===== src/rtl/fifo_programable.sv =====
// fifo_programable: synchronous FIFO with programmable almost-full/almost-empty thresholds and occupancy count
module fifo_programable #(
  parameter int tamano_datos    = 10,
  parameter int tamano_direcion = 3
) (
  input  logic                       clk,
  input  logic                       reset,
  input  logic                       write_enable,
  input  logic                       read_enable,
  input  logic [tamano_datos-1:0]    data_in,
  input  logic [tamano_direcion:0]   umbral_alto,
  input  logic [tamano_direcion:0]   umbral_bajo,
  output logic [tamano_datos-1:0]    data_out,
  output logic                       valid_out,
  output logic [tamano_direcion-1:0] wr_ptr,
  output logic [tamano_direcion-1:0] rd_ptr,
  output logic [tamano_direcion:0]   count,
  output logic                       full,
  output logic                       empty,
  output logic                       almost_full,
  output logic                       almost_empty,
  output logic                       error
);
  localparam int DEPTH = 2 ** tamano_direcion;
  localparam logic [tamano_direcion:0]   depth_c = DEPTH[tamano_direcion:0];
  localparam logic [tamano_direcion:0]   cnt_one = 1;
  localparam logic [tamano_direcion-1:0] ptr_one = 1;
  logic [tamano_datos-1:0]    mem_q [DEPTH];
  logic [tamano_datos-1:0]    data_out_q;
  logic                       valid_q, full_q, empty_q, af_q, ae_q, error_q;
  logic [tamano_direcion-1:0] wr_ptr_q, rd_ptr_q;
  logic [tamano_direcion:0]   count_q, count_d;
  logic                       wr_ok, rd_ok, ovf, unf;
  // a write into a full FIFO is accepted only when a read frees a slot in the same edge
  assign wr_ok = write_enable & (~full_q | read_enable);
  assign rd_ok = read_enable & ~empty_q;
  assign ovf   = write_enable & full_q & ~read_enable;
  assign unf   = read_enable & empty_q;
  always_comb begin
    count_d = (wr_ok && !rd_ok) ? count_q + cnt_one :
              (rd_ok && !wr_ok) ? count_q - cnt_one : count_q;
  end
  always_ff @(posedge clk) begin
    if (reset && wr_ok) mem_q[wr_ptr_q] <= data_in;
  end
  always_ff @(posedge clk) begin
    if (!reset) begin
      wr_ptr_q   <= '0;
      rd_ptr_q   <= '0;
      count_q    <= '0;
      data_out_q <= '0;
      valid_q    <= 1'b0;
      full_q     <= 1'b0;
      empty_q    <= 1'b1;
      af_q       <= 1'b0;
      ae_q       <= 1'b1;
      error_q    <= 1'b0;
    end else begin
      if (wr_ok) wr_ptr_q <= wr_ptr_q + ptr_one;
      if (rd_ok) begin
        rd_ptr_q   <= rd_ptr_q + ptr_one;
        data_out_q <= mem_q[rd_ptr_q];
      end
      valid_q <= rd_ok;
      count_q <= count_d;
      full_q  <= count_d == depth_c;
      empty_q <= count_d == '0;
      af_q    <= count_d >= umbral_alto;
      ae_q    <= count_d <= umbral_bajo;
      error_q <= error_q | ovf | unf;
    end
  end
  assign data_out     = data_out_q;
  assign valid_out    = valid_q;
  assign wr_ptr       = wr_ptr_q;
  assign rd_ptr       = rd_ptr_q;
  assign count        = count_q;
  assign full         = full_q;
  assign empty        = empty_q;
  assign almost_full  = af_q;
  assign almost_empty = ae_q;
  assign error        = error_q;
endmodule


===== config.mk =====
export PLATFORM = sky130hd
export DESIGN_NAME = fifo_programable
export DESIGN_NICKNAME = d
export VERILOG_FILES = /design/src/rtl/fifo_programable.sv
export SDC_FILE = /design/constraint.sdc
export NUM_CORES = 1
export LEC_CHECK = 0
export ABC_AREA = 1
export CORE_MARGIN = 8
export CORE_UTILIZATION = 30
export DETAILED_ROUTE_END_ITERATION = 6
export GPL_TIMING_DRIVEN = 0
export PLACE_DENSITY = 0.55
export SLEW_MARGIN = 10
export SYNTH_ARGS = -nofsm -noshare
export SYNTH_HDL_FRONTEND = slang
export SYNTH_SLANG_ARGS = --single-unit

===== constraint.sdc =====
create_clock -name clk -period 2.65 [get_ports clk]
set_input_delay 0.53 -clock clk [delete_from_list [all_inputs] [get_ports clk]]
set_output_delay 0.53 -clock clk [all_outputs]
set_load 0.005 [all_outputs]

==> results.md, run 1 <==
Timing:
- The relative slew slack is 0.2512.
- The smallest clock period supported by the final layout is computed as 2.643 ns.
- The number of hold-slack violations in the final timing report is 0.
- The period utilization is 0.9973.
- Setup repair after global routing could not meet its margin everywhere.
- The final setup violation count is 0.
- The max-slew violation total from the final report was 0.
- At the pin with the least slew margin, the transition time is around 1.1 ns.
- The worst setup skew after layout is between 0.008 and 0.009 ns.
- Timing would allow up to around 380 MHz.

Job:
- The tool flagged a number of max-cap violations equal to 0.

Die:
- After floorplanning, the core was sized to cover 14370 sq um.
- The site row count is 44.
- The die covers 18690 sq um.
- The initial utilization of the core area, before any placement, comes to 0.3042.
- The die height is approximately 140 um.
- In this run the count of I/O pins placed on the die edge is 48.
- From left edge to right edge, the die measures 136.7 um.

Routing:
- The remaining antenna violation count after routing is 0.
- In this run, the number of DRC markers left after iteration 0 of detailed routing was between 200 and 250.
- The total detailed-routing wirelength is 10960 um.
- The total vias in the final route is ~3100.
- The average wire length per cell after detail routing is between 15 and 20 um.
- Before antenna repair, the detailed router went through 5 iterations.
- After detailed routing, the number of vias per cell comes to 4.861.
- For this run, design rule violations remaining after detail routing come to 0.

Worst setup path:
- The cell type of the slowest stage on the worst timing path is nor2_1.
- The number of cells on the worst reg-to-reg path is 5.
- The signal on the critical path passes through clkdlybuf4s50_1 -> inv_2 -> nand2_2 -> nand2_1 -> nor2_1 -> nand2_1 -> nor2_1.
- The critical path class is in -> reg.
- The arrival time at the worst endpoint is about 2.6 ns.
- The kind of end point of the critical path is a flop.
- The highest net fanout along the worst path is 10.
- STA puts the critical path data required time at approximately 2.6 ns.
- The delay contributed by the slowest stage of the critical path is 0.87 ns.
- STA classifies the critical path startpoint as an input port.

Logic synthesis:
- The synthesized net count is 420.
- Counting every instance in the synthesized netlist gives 388.
- The post-synthesis cell area is approximately 4400 sq um.
- The synthesized netlist contains 27 unique library cells.
- The proportion of synthesized chip area in sequential cells is 0.6686.
- Counting flops and latches in the post-synthesis netlist gives 106.
- The total number of yosys warnings is 0.
- The synthesized area per cell is approximately 11 sq um.

Finish:
- Of the cells placed in the final design, the portion with a size suffix greater than 1 is 0.09912.
- The final design instance area without fill is approximately 5400 sq um.
- In the final design database the tool counted around 480 nets.
- At the end of the flow the core is filled with cells to 0.3756.
- Relative to the synthesized area, the layout overhead comes to 23.44%.
- The diode insertion count for antenna repair is 0.

Global routing:
- In the global route stage, met2 resource usage came out at 0.1844.
- The met1 track utilization from global routing is 0.1596.
- Entering global routing, the biggest net connects 18 pins.
- The initial antenna violation count is 0.
- After global routing, the most crowded layer is met2.
- The first global-routing pass estimated 16570 um of wire.
- The global routing usage on met3 is 0.02349.
- For this run, the total global-route usage over all layers was measured as 0.1190.
- Global routing finished with a remaining overflow of 0.
- The via count of the first global-routing pass is a little under 3000.

Clocking:
- At the later pin of the worst-skew pair, clock insertion delay measures 0.34 ns.
- No sink is reached through more buffers than the 2 on the longest clock path.
- Buffers inserted during clock tree synthesis total 9.
- After clock tree synthesis, the clock-pin slew on the worst setup and hold paths is ~0.070 ns.
- The count of buffers added by post-CTS timing repair for setup is 0.
- The CTS tree is yes.
- The number of sinks handled by clock tree synthesis is about 110.
- The H-tree generated during clock tree synthesis spans 3 levels.
- Clock tree synthesis selected as its root buffer the cell clkbuf_16.
- The cts-stage hold buffer count is 0.

Power:
- The portion of total power attributed to sequential cells is 0.500.
- Cell internal power was estimated by the tool at ~0.0028 W.
- The worst-case IR drop observed on VDD is around 0.33 mV.
- The analysis attributes to cell leakage a power of roughly 1.9 nW.
- The switching power is slightly above 0.001 W.
- The switching part of the total power is 0.2680.
- The share of total power dissipated in the clock network is 0.326.
- Of the total power, combinational logic draws 0.174.
- The total power density per cell area is roughly 700 nW/um^2.

Place:
- The placed instances occupy a cell area of 5120 sq um.
- The placer's final routability congestion estimate is 0.7889.
- The half-perimeter wire length after detailed placement is 7533 um.
- The count of buffers from port buffering is 46.

Worst hold path:
- The worst min-delay path category is reg -> reg.
- The hold path depth is 2.

Outcome:
- The flow ran to the end, and the final reports show no timing, DRC or antenna violations.
==> kinds of logic after synthesis <==
group | Yosys count | share of synthesized area
DFF | 106 | 0.6686
buffers and inverters | 51 | 0.04551
muxes | 1 | 0.005151
adders and majority gates | 10 | 0.02862
xor gates and xnor gates | 4 | 0.009733
AOI/OAI and AO/OA | 109 | 0.1380
and+or+nand+nor | 107 | 0.1045
==> cell usage in the layout, fill, tap and decap left out, types with 11 or more instances in the layout <==
cell type	count
nor2_1	55
edfxtp_1	80
a21oi_1	18
clkdlybuf4s50_1	46
o21ai_1	20
clkbuf_1	12
inv_1	28
o21ai_0	48
nand2_1	27
dfxtp_1	26
nand3_1	11
==> worst paths after layout <==
path,from,end,slack (ns)
worst max register to register,full,mem_q[1][2],0.50
worst min register to register,full,error,0.54
worst max-delay path,read_enable,mem_q[1][2],0.007
worst min-delay path,full,error,0.54
==> power groups by stage <==
stage               clock network, W  registers, W  logic, W
finish                       0.00124       0.00190  0.000663
global placement                   0       0.00193  0.000645
CTS                          0.00126       0.00190  0.000667
floorplan                          0       0.00193  0.000367
global route                 0.00132       0.00191  0.000737
detailed placement                 0       0.00193  0.000664
==> critical path: cells and delay by family <==
kind	cells	cell delay [ns]
buffers and inverters	2	0.66
and+or+nand+nor	5	1.41
==> area by class of cell <==
cell class / count / area, sq um
buffer: 17 / 71.32
clock buffer: 11 / 242.7
clock inverter: 5 / 31.28
fill: 1376 / 8972
inverter: 34 / 127.6
multi-input combinational: 231 / 1272
sequential: 106 / 2923
tap: 184 / 230.2
timing repair buffer: 50 / 498.0
==> sequential cells by signal, indices dropped and copies added (netlist names) <==
name          flops
almost_empty      1
almost_full       1
count             4
data_out         10
empty             1
error             1
full              1
mem_q            80
rd_ptr            3
valid_out         1
wr_ptr            3
==> synthesized netlist by cell type <==
cell type,n,share of area
o21bai_1,2,0.0034
xnor2_1,1,0.0020
nand2_2,4,0.0057
nand3_2,1,0.0023
xor2_1,2,0.0040
ha_1,10,0.029
inv_1,28,0.024
clkbuf_1,11,0.0094
buf_2,6,0.0069
nand2_1,27,0.023
dfxtp_1,26,0.12
o21ai_0,48,0.055
o211ai_1,1,0.0017
nand3_1,11,0.013
a21oi_1,18,0.021
nand3_4,1,0.0040
o22ai_1,10,0.014
inv_2,6,0.0052
o21ai_1,20,0.023
nor3_1,5,0.0057
mux2i_4,1,0.0052
o221ai_1,10,0.020
xor2_2,1,0.0037
nor2_1,56,0.048
edfxtp_1,80,0.55
nand4_1,1,0.0014
nor2_2,1,0.0014
==> repair_timing <==
action,in CTS,in global routing
gates cloned,0,0
setup endpoints to repair,10,30
gates resized for setup,1,0
==> metrics by stage <==
step	hold slack, ns	setup TNS [ns]	power (W)	setup slack [ns]	std cells
after floorplan	0.4956	0	0.002296	0.4272	388
after CTS	0.5420	0	0.003828	0.01795	638
after global placement	0.5156	-41.81	0.002576	-0.8180	618
after detailed placement	0.5269	-13.67	0.002599	-0.3879	622
after global routing	0.5795	-4.548	0.003966	-0.1672	638
final	0.5426	0	0.003799	0.007124	638
==> per-layer routing <==
metal / vias up / wire [um]
met5: - / 0
met4: 0 / 166
met3: 11 / 858
met2: 111 / 5007
met1: 1480 / 4923
li1: 1499 / -
(Power assumes the default switching activity.)
==> run 2, diff against run 1 <==
- PLACE_DENSITY: 0.55 -> 0.56
- REMOVE_ABC_BUFFERS: default -> 1
==> results.md, run 2 (synthesis results as in run 1) <==
Outcome:
- The flow ran to the end, and the final reports show no timing, DRC or antenna violations.

Timing:
- The worst pin sits at a relative slew slack of 0.4015.
- The post-route minimum period is about 2.4 ns.
- The max-slew violation total from the final report is 0.
- Timing would allow up to ~410 MHz.
- The final setup violation count is 0.
- The measured slew at the worst slew-check pin is roughly 0.9 ns.
- In the finished design, the share of the clock period the worst path needs comes to 0.9235.
- The number of hold-slack violations in the final timing report is 0.
- Setup repair after global routing left no endpoint under its margin.
- Clock skew on the completed layout was measured at 0.007506 ns.
- The total negative slack for setup checks is 0 ns.

Clocking:
- After clock tree synthesis, the setup repair step added 0 buffers.
- For this design, the CTS-stage hold fixing added 0 buffers.
- The cell at the root of the clock tree is clkbuf_16.
- The clock passes through at most 2 buffers.
- The CTS tree is yes.
- Clock tree synthesis inserted a total of 9 buffers.
- For the worst-skew pair, the clock arrives at the later sink with an insertion delay of around 0.34 ns.
- After clock tree synthesis, the clock-pin slew on the worst setup and hold paths is 0.07 ns.
- For this design, the sink count on the clock tree is about 110.
- In this run the number of H-tree levels came out at 3.

Worst setup path:
- The slowest stage of the critical path belongs to the cell dfxtp_1.
- In this design, the stage delay of the slowest critical-path cell is about 0.90 ns.
- The kind of end point of the critical path is an output port.
- The arrival time at the worst endpoint is about 1.9 ns.
- Walking the worst path, the cells encountered are clkdlybuf4s50_1.
- The highest net fanout along the worst path is 23.
- The number of buffer and inverter instances along the worst setup path is 1.
- For the worst setup path, the data required time is 2.12 ns.
- The critical path is of the reg -> out type.
- On the critical path the largest part of the delay comes from flip-flops.
- The worst setup path is launched from a flop.

Die:
- For this configuration, the core starts out at a cell density of 0.3042.
- The die height is around 140 um.
- In this run the standard cell core region covers ~14000 sq um.
- Pin placement for this block handled 48 I/O pins.
- In this run the horizontal extent of the chip is between 100 and 150 um.
- The area of the die is 18690 sq um.
- The site row count is 44.

Routing:
- In this run, the number of DRC markers left after iteration 0 of detailed routing was ~220.
- For this run, design rule violations remaining after detail routing come to 0.
- The remaining antenna violation count after routing is 0.
- The average wire length per cell after detail routing is 15.71 um.
- After detailed routing, the total wire length is slightly below 10000 um.
- The first-pass iteration count of the detailed router is 4.
- For this block, the via count after detailed routing is a little under 3000.
- After detailed routing, the number of vias per cell comes to between 4 and 5.

Place:
- At the end of routability-driven placement, the weighted congestion stood at 0.7509.
- The placed instances occupy a cell area of around 5000 sq um.
- Detailed placement finished with a half-perimeter wire length of around 6300 um.
- Port buffering added 47 buffers.

Global routing:
- The first global-routing pass estimated roughly 16000 um of wire.
- The initial antenna violation count is 0.
- The maximum number of pins on one net before global-route repair is 44.
- The via count of the first global-routing pass is 2971.
- For this run the aggregate overflow at the end of global routing stands at 0.
- Across every metal layer, demand over resource in global routing totals 0.1102.

Finish:
- The post-layout net count is around 470.
- Summing all flip-flop and latch instances after layout gives just under 3000 sq um.
- The number of antenna diodes in the final layout is 0.
- The fill cell total of the finished layout is 1391.
- In the layout the commonest cells are edfxtp_1, nor2_1, o21ai_0, clkdlybuf4s50_1, inv_1.
- The area of the multi-input gates is about 1300 sq um.
- The final design instance area without fill is roughly 5400 sq um.
- The most common cell after layout, fill and taps aside is edfxtp_1.
- In the final layout, the share of cells above drive strength 1 is 0.1005.
- Ranked by flip-flop count, first place goes to mem_q.
- From synthesis to final layout, the design area changed by 23.38%.
- The flip-flop count of the largest register, all copies and words added is 80.

Job:
- The total of max-cap violations is 0.

Power:
- Summed over all cells, the static leakage comes to approximately 1.9 nW.
- The total power of the final layout is roughly 0.0039 W.
- The peak supply drop is around 0.31 mV.
- The total power density per cell area is 723.6 nW/um^2.

Worst hold path:
- In this run the worst hold path is classified as reg -> reg.
## run 2: cell types whose count changed in the layout (fill, tap and decap cells not counted)
cell       change
clkbuf_1      -11
buf_2          -6
nor2_1         -3
bufinv_16      +2
clkinv_2       -2
nor2_4         +2
clkbuf_2       +1
clkbuf_8       -1
dfxtp_1        -1
dfxtp_2        +1
inv_6          +1
nor2_2         +1
## run 2: worst paths after layout
path,from,end,slack (ns),depth (start not counted)
max,rd_ptr[1],rd_ptr[1],0.20,1
min,full,error,0.54,2
max reg2reg,rd_ptr[1],data_out[2],0.37,5
min reg2reg,full,error,0.54,2
## run 2: area by class of cell
| class | count | area share |
|---|---|---|
| sequential | 106 | 0.5421 |
| multi-input combinational | 231 | 0.2392 |
| timing repair buffer | 51 | 0.09325 |
| tap | 184 | 0.04268 |
| clock buffer | 10 | 0.04245 |
| inverter | 34 | 0.02366 |
| clock inverter | 6 | 0.01670 |
## run 2: per-stage QoR
step / utilization / cells / setup slack, ns / hold slack [ns]
after floorplan: - / 371 / 0.5775 / 0.4956
after detailed placement: 0.3521 / 606 / -0.9715 / 0.5278
after global placement: 0.3480 / 602 / -1.577 / 0.5187
after CTS: 0.3757 / 622 / 0.03072 / 0.5344
after global routing: 0.3754 / 622 / 0.08439 / 0.5858
final: 0.3754 / 622 / 0.2028 / 0.5366
## run 2: repair_timing
action,4_1_cts,5_1_grt
gates resized for setup,7,2
setup endpoints to repair,70,34
gates cloned,0,0
pin swaps,0,0
## run 2: where the power goes
part / switching [W] / leakage, nW / total (W) / internal [W]
logic: 0.000320 / 0.813 / 0.000578 / 0.000258
registers: 0.0000781 / 0.937 / 0.00193 / 0.00185
clock network: 0.000565 / 0.153 / 0.00140 / 0.000831
## run 2: layer usage
metal / global-route usage / part of all wire / vias to the layer above
met5: 0 / 0 / -
met1: 0.1310 / 0.44 / 1388
met3: 0.03965 / 0.076 / 7
met4: 0.03051 / 0.0073 / 0
li1: - / - / 1468
met2: 0.1839 / 0.48 / 84
